## src/rtl/cpu_pkg.sv

```systemverilog
// Core-wide shared types and default widths for the out-of-order pipeline.
package cpu_pkg;

  localparam int unsigned XLEN_DEFAULT = 32;
  localparam int unsigned TAGW_DEFAULT = 5;

  typedef logic [TAGW_DEFAULT-1:0] rob_tag_t;

  typedef struct packed {
    logic     busy;
    rob_tag_t tag;
  } reg_status_t;

endpackage

```

## src/rtl/tagged_reg_entry.sv

```systemverilog
// One architectural register: value plus busy bit and youngest-producer ROB tag.
module tagged_reg_entry
  import cpu_pkg::*;
#(
  parameter int unsigned XLEN = XLEN_DEFAULT,
  parameter int unsigned TAGW = TAGW_DEFAULT
) (
  input  logic            i_clk,
  input  logic            i_reset,
  input  logic            i_commit_we,
  input  logic [XLEN-1:0] i_commit_data,
  input  logic            i_commit_tag_match,
  input  logic            i_alloc_we,
  input  logic [TAGW-1:0] i_alloc_tag,
  input  logic            i_flush,
  output logic [XLEN-1:0] o_value,
  output logic            o_busy,
  output logic [TAGW-1:0] o_tag
);

  logic [XLEN-1:0] r_value;
  logic            r_busy;
  logic [TAGW-1:0] r_tag;

  always_ff @(posedge i_clk) begin
    if (i_reset) begin
      r_value <= '0;
      r_busy  <= 1'b0;
      r_tag   <= '0;
    end else begin
      if (i_commit_we) r_value <= i_commit_data;
      // Flush kills the dispatching instruction; alloc beats a same-cycle release.
      if (i_flush) begin
        r_busy <= 1'b0;
      end else if (i_alloc_we) begin
        r_busy <= 1'b1;
        r_tag  <= i_alloc_tag;
      end else if (i_commit_we && r_busy && i_commit_tag_match) begin
        r_busy <= 1'b0;
      end
    end
  end

  assign o_value = r_value;
  assign o_busy  = r_busy;
  assign o_tag   = r_tag;

endmodule

```

## src/rtl/tagged_regfile.sv

```systemverilog
// Register file with per-register busy/tag scoreboard, commit bypass and flush.
module tagged_regfile
  import cpu_pkg::*;
#(
  parameter int unsigned XLEN  = XLEN_DEFAULT,
  parameter int unsigned NREGS = 32,
  parameter int unsigned NRD   = 2,
  parameter int unsigned TAGW  = TAGW_DEFAULT,
  localparam int unsigned AW   = $clog2(NREGS)
) (
  input  logic                i_clk,
  input  logic                i_reset,
  input  logic [NRD*AW-1:0]   i_rd_addr,
  output logic [NRD*XLEN-1:0] o_rd_data,
  output logic [NRD-1:0]      o_rd_busy,
  output logic [NRD*TAGW-1:0] o_rd_tag,
  input  logic                i_alloc_en,
  input  logic [AW-1:0]       i_alloc_rd,
  input  logic [TAGW-1:0]     i_alloc_tag,
  input  logic                i_commit_en,
  input  logic [AW-1:0]       i_commit_rd,
  input  logic [TAGW-1:0]     i_commit_tag,
  input  logic [XLEN-1:0]     i_commit_data,
  input  logic                i_flush
);

  logic [NREGS-1:0][XLEN-1:0] w_value;
  logic [NREGS-1:0]           w_busy;
  logic [NREGS-1:0][TAGW-1:0] w_tag;

  // Register 0 is hardwired to zero and never busy.
  assign w_value[0] = '0;
  assign w_busy[0]  = 1'b0;
  assign w_tag[0]   = '0;

  for (genvar i = 1; i < NREGS; i++) begin : g_entry
    logic w_commit_we;
    logic w_alloc_we;

    assign w_commit_we = i_commit_en && (i_commit_rd == AW'(i));
    assign w_alloc_we  = i_alloc_en && (i_alloc_rd == AW'(i));

    tagged_reg_entry #(
      .XLEN(XLEN),
      .TAGW(TAGW)
    ) u_entry (
      .i_clk             (i_clk),
      .i_reset           (i_reset),
      .i_commit_we       (w_commit_we),
      .i_commit_data     (i_commit_data),
      .i_commit_tag_match(w_tag[i] == i_commit_tag),
      .i_alloc_we        (w_alloc_we),
      .i_alloc_tag       (i_alloc_tag),
      .i_flush           (i_flush),
      .o_value           (w_value[i]),
      .o_busy            (w_busy[i]),
      .o_tag             (w_tag[i])
    );
  end

  for (genvar p = 0; p < NRD; p++) begin : g_rd
    logic [AW-1:0] w_addr;
    assign w_addr = i_rd_addr[p*AW +: AW];

    always_comb begin
      o_rd_data[p*XLEN +: XLEN] = w_value[w_addr];
      o_rd_busy[p]              = w_busy[w_addr];
      o_rd_tag[p*TAGW +: TAGW]  = w_tag[w_addr];
      // Bypass the committing value; same-cycle allocation stays invisible.
      if (i_commit_en && (i_commit_rd == w_addr) && (w_addr != '0)) begin
        o_rd_data[p*XLEN +: XLEN] = i_commit_data;
        if (w_busy[w_addr] && (w_tag[w_addr] == i_commit_tag)) o_rd_busy[p] = 1'b0;
      end
    end
  end

endmodule

```

## config.mk

```make
export PLATFORM = sky130hd
export DESIGN_NAME = tagged_regfile
export DESIGN_NICKNAME = d
export VERILOG_FILES = /design/src/rtl/cpu_pkg.sv /design/src/rtl/tagged_reg_entry.sv /design/src/rtl/tagged_regfile.sv
export SDC_FILE = /design/constraint.sdc
export NUM_CORES = 2
export LEC_CHECK = 0
export CORE_UTILIZATION = 45
export CTS_BUF_LIST = sky130_fd_sc_hd__clkbuf_8
export CTS_CLUSTER_DIAMETER = 200
export DETAILED_ROUTE_END_ITERATION = 8
export PLACE_DENSITY_LB_ADDON = 0.05
export SYNTH_ARGS = -nofsm -noshare
export SYNTH_HDL_FRONTEND = slang
export SYNTH_SLANG_ARGS = --single-unit
```

## constraint.sdc

```tcl
create_clock -name i_clk -period 3.65 [get_ports i_clk]
set_input_delay 0.73 -clock i_clk [delete_from_list [all_inputs] [get_ports i_clk]]
set_output_delay 0.73 -clock i_clk [all_outputs]
set_load 0.05 [all_outputs]
```

# == Yosys cells after proc, flatten, opt, wreduce, memory -nomap -nowiden ==
# Cells that the tools add are included.
# totals
register_bits,1178
inputBits,67
out_inout_bits,76
elab_cells,468
# classes
order_cmp,2
eq_ne,97
muxes,80
bitwise,1
n_reduce_logical,195
# ops
op,n
binary-select mux 32 bit (select 5 bit),2
== test 5 bit,35
"== test 5 bit, second input constant",32
logical AND 1 bit,130
2-to-1 mux 32 bit,4
"== test 5 x 4 -> 1 bit, second input constant",16
2-to-1 mux 1 bit,68
AND reduction 2 bit,31
nonzero test 2 bit,31
binary-select mux 5 bit (select 5 bit),2
"== test 5 x 3 -> 1 bit, second input constant",8
"== test 5 x 2 -> 1 bit, second input constant",4
"less-than comparator 5 x 6 -> 1 bit, second input constant",2
binary-select mux 1 bit (select 5 bit),2
"== test 5 x 1 -> 1 bit, second input constant",2
2-to-1 mux 5 bit,2
nonzero test 5 bit,2
OR reduction 2 bit,1
NOT 1 bit,1

# == Logic depth before layout (Yosys ltp) ==
# depth
ltp_word,6
mapped_depth,11

# == Hierarchy ==
# From an unflattened synthesis, not the netlist that was laid out.
# unflattened
cells_unflattened,5736
area_unflattened_um2,66502.5
# modules_own_cells
module,instances,cells_each,area_per_inst_um2,seq_area_each_um2
tagged_reg_entry,31,129,1436.4,760.7
tagged_regfile,1,1737,21974.8,0.0

# == Worst setup path after synthesis ==
# OpenSTA, ideal clock, no wires.
# synth_timing
path_type,in2out
from,input port i_rd_addr[1]
to,output port o_rd_busy[0]
arrival_ps,4043
required_time_ps,2920
setup_slack_ps,-1123
stages,10
n_path_buf,5
path_cell_list,buf_4 buf_2 buf_2 buf_2 buf_4 a21oi_1 o21ai_0 a21oi_1 xnor2_1 a311oi_1
# synth_between
elab_chain_cells,6
# synth_rtl
item,line,source
start: declaration,tagged_regfile.sv:13,"input logic [NRD*AW-1:0] i_rd_addr,"
binary-select mux 5 bit (select 5 bit),n/a,
2-to-1 mux 5 bit,n/a,
named net o_rd_tag[2],tagged_regfile.sv:16,"output logic [NRD*TAGW-1:0] o_rd_tag,"
== test 5 bit,tagged_regfile.sv:72,if (w_busy[w_addr] && (w_tag[w_addr] == i_commit_tag)) o_rd_busy[p] = 1'b0;
logical AND 1 bit,tagged_regfile.sv:72,
2-to-1 mux 1 bit,tagged_regfile.sv:72,
2-to-1 mux 1 bit,tagged_regfile.sv:70,if (i_commit_en && (i_commit_rd == w_addr) && (w_addr != '0)) begin
end: declaration,tagged_regfile.sv:15,"output logic [NRD-1:0] o_rd_busy,"
# The timed path passes the listed nets, and every way through them passes these cells. The select of a mux whose other input is x is not followed.

# == Worst setup path after layout ==
# layout_timing
from,register g_entry[8].u_entry.r_tag[4]
to,output port o_rd_busy[0]
# layout_between
elab_chain_cells,6
# layout_rtl
item,line,source
start: declaration,tagged_reg_entry.sv:23,logic [TAGW-1:0] r_tag;
start signal: assignment,tagged_reg_entry.sv:37,r_tag <= i_alloc_tag;
binary-select mux 5 bit (select 5 bit),tagged_regfile.sv:72,
2-to-1 mux 5 bit (implied by the code),tagged_regfile.sv:72,
== test 5 bit,tagged_regfile.sv:72,
logical AND 1 bit,tagged_regfile.sv:72,
2-to-1 mux 1 bit,tagged_regfile.sv:72,
2-to-1 mux 1 bit,tagged_regfile.sv:70,
# No other way between the ends. The select of a mux whose other input is x is not followed.

==> flow_metrics.env <==
export IMPL_timing_hold_worst_path_depth=2
export IMPL_postRouteAntennaNets=0
export IMPL_worst_slew_pin_transition_ps=1010
export IMPL_timing_final_ws_setup_ps=-476
export IMPL_violations="setup timing"
export IMPL_post_route_period_util=1.13
export IMPL_reg2reg_from="g_entry[21].u_entry.o_tag[4]"
export IMPL_clkSlewWorstSetupHoldPaths_ps=60
export IMPL_min_from="i_reset"
export IMPL_nFillCells=12247
export IMPL_io_buffers=142
export IMPL_number_of_standard_cells_after_synthesis=6909
export IMPL_final_common_cell="nand2_1"
export IMPL_cp_max_fo=4
export IMPL_numCtsBuffers=206
export IMPL_detail_route_iter0_violations=7306
export IMPL_ir_drop_uv=328
export IMPL_fmax_ghz=0.242
export IMPL_overflow_after_grt=0
export IMPL_ctsRootBufferMaster="clkbuf_8"
export IMPL_first_pass_grt_wire_length_um=397000
export IMPL_outcome="finished with violations"
export IMPL_ys_dominant_reg_cell="dfxtp_1"
export IMPL_drt_vias_per_instance=6.33
export IMPL_clk_latency_ps=950
export IMPL_num_io_pins=143
export IMPL_flow_area_growth_from_synthesis_pct=23.8
export IMPL_yosysTopAreaCellShare=0.377
export IMPL_cts_sinks=1178
export IMPL_dpl_worst_slack_ps=-464
export IMPL_mappedNetlistArea_um2=62600
export IMPL_worst_endpoint_required_ps=2920
export IMPL_count_of_synthesis_stage_warnings_from_yosys=0
export IMPL_globalRouteTotalUtil=0.389
export IMPL_num_nets_final=7268
export IMPL_worst_r2r_setup_slack_ps=2290
export IMPL_hp_class="in2reg"
export IMPL_antenna_found_initial=7
export IMPL_ys_seq_area_frac=0.377
export IMPL_drt_wl_total_um=280000
export IMPL_postSynthAreaPerCell_um2=9.07
export IMPL_weighted_congestion_reported_at_the_end_of_routability_driven_placement=0.944
export IMPL_fraction_of_final_layout_cells_sized_beyond_drive_strength_1=0.271
export IMPL_yosys_register_bits=1178
export IMPL_first_global_vias=54913
export IMPL_design_core_area_um2=138000
export IMPL_max_cap_violations=0
export IMPL_multi_input_area_um2=37300
export IMPL_synth_top_cells_by_area="dfxtp_1 (38%), mux4_2 (23%), nand2_1 (13%)"
export IMPL_die_area_um2=141000
export IMPL_post_route_util=0.562
export IMPL_synth_area_leader_cell="dfxtp_1"
export IMPL_finalCriticalPeriod_ps=4130
export IMPL_num_vias=57864
export IMPL_post_synth_num_cell_types=58
export IMPL_drtPass1Iterations=6
export IMPL_critical_path_endpoint_category="output pin"
export IMPL_power_density_cell_area_nw_per_um2=371
export IMPL_hold_slack_ps=234
export IMPL_leakage_power_nw=26.4
export IMPL_std_cell_rows=136
export IMPL_rsz0062_at_grt="yes"
export IMPL_route_detailed_wl_per_inst_um=30.6
export IMPL_arr_time_crit_path_ps=3400
export IMPL_final_instance_count_excl_fill=9147
export IMPL_synth_nets=6976
export IMPL_final_number_of_setup_violating_endpoints=19
export IMPL_hpwlAfterDp_um=164000
export IMPL_grt_max_degree=143
export IMPL_final_setup_skew_ps=43.1
export IMPL_timing_max_slew_rel_slack=0.324
export IMPL_chipHeight_um=375
export IMPL_fin_max_slew_vios=0
export IMPL_floorplan_initialDensity=0.454
export IMPL_worst_reg2reg_path_depth=5
export IMPL_worstSetupStartpointType="flop"
export IMPL_commonest_non_fill_non_tap_cells_in_the_layout="nand2_1 (2135), dfxtp_1 (1153), a21oi_1 (1091)"
export IMPL_hold_path_end="g_entry[21].u_entry.o_tag[3]"
export IMPL_dpl_cell_count=8653
export IMPL_crit_reg2reg_capture="g_entry[21].u_entry.o_busy"
export IMPL_setup_total_negative_slack_ps=-1530
export IMPL_ys_async_sr_fraction=0
export IMPL_cts_htree_levels=4
export IMPL_clockBufferDepth=3
export IMPL_edff_count_synth=0
export IMPL_chipWidth_um=375
export IMPL_setup_worst_path_class="reg2out"
export IMPL_finalHoldViolCount=0
export IMPL_tritoncts="yes"
export IMPL_drt_drc_violations_left=0
export IMPL_ff_latch_area_um2=23600
export IMPL_ctsHoldBuffers=0
## cells by family (layout without fill, tap and decap cells)
kind of cell	count (synthesis)	count (layout)	synth area share
flops	1178	1178	0.377
compound gates	1305	1305	0.110
other cells	0	4	0
xor+xnor	175	175	0.0245
simple gates	2592	2592	0.161
buf+inv	731	1171	0.0484
mux	928	928	0.279
## registers in the layout (all words and copies together) (netlist names)
signal                   count
g_entry.u_entry.o_tag      155
g_entry.u_entry.o_busy      31
g_entry.u_entry.o_value    992
## metal layers
metal  routed length (um)  vias to the layer above  share of wire  track usage
met5                  224                        -        0.00080      0.00652
met4                15500                        4          0.055        0.190
met3                31500                      766           0.11       0.0933
met2               123000                     3456           0.44        0.582
met1               110000                    28808           0.39        0.526
li1                     -                    24830              -            -
## what timing repair did
item,in CTS,in global routing
resized for setup,233,117
gates cloned,31,13
setup endpoints to repair,70,65
pin swaps,27,34
buffers inserted,61,43
## area by class of cell
class / count / share of cell area
Sequential cell: 1178 / 0.305
Clock buffer: 264 / 0.0469
Antenna cell: 4 / 0.000129
Timing Repair Buffer: 809 / 0.132
Multi-Input combinational cell: 5000 / 0.481
Clock inverter: 92 / 0.00547
Tap cell: 1794 / 0.0290
Inverter: 6 / 0.000484
## worst max-delay path, cell delays in order, from the launching register on
cell	delay, ps
dfxtp_1	380
mux4_2	530
a221oi_2	390
buf_4	170
a22oi_2	70
xor2_1	190
nor4b_2	400
a311oi_4	160
buf_6	180
## per-stage QoR
stage	power [W]	instance area (um^2)
4_1_cts	0.0287	76500
6_report	0.0288	77500
3_5_place_dp	0.0163	70000
5_1_grt	0.0296	77500
3_3_place_gp	0.0163	70000
2_1_floorplan	0.0150	62900
## how the worst max path moves through the flow
stage                     slack [ps]       endpoint                   startpoint  cells after the start
after global placement          -460  o_rd_data[51]                 i_rd_addr[5]                      8
after floorplan                 -130  o_rd_data[11]                 i_rd_addr[1]                     10
after global routing            -560   o_rd_busy[0]  g_entry[8].u_entry.o_tag[1]                      9
after detailed placement        -460  o_rd_data[51]                 i_rd_addr[5]                      8
after CTS                       -530   o_rd_busy[0]  g_entry[7].u_entry.o_tag[1]                      9
final                           -480   o_rd_busy[0]  g_entry[8].u_entry.o_tag[4]                      8
## Yosys cell counts, types with 4 or more instances
library cell / count
nand2b_1: 17
nand3_1: 99
mux2i_1: 232
clkbuf_2: 27
a21oi_1: 1152
nor4_1: 5
and2_1: 5
inv_1: 5
o22ai_1: 4
a22oi_1: 8
clkbuf_1: 532
nand2_1: 2168
a31oi_1: 4
mux2_2: 47
mux4_2: 647
dfxtp_1: 1178
a221oi_1: 5
buf_4: 23
buf_6: 5
nor2_1: 231
o21ai_0: 41
or2_2: 8
buf_1: 35
a211oi_1: 5
o41ai_1: 31
a22o_1: 32
nor3_1: 21
buf_2: 103
xor2_1: 73
xnor2_1: 102
and3_1: 4
nor2b_1: 18
nand4_1: 4
## report_power, final
part           switching [W]  internal [W]
Sequential         0.0000736        0.0129
Combinational        0.00205       0.00142
Clock                0.00587       0.00642
Note: power is estimated with default switching activity, not from simulation.
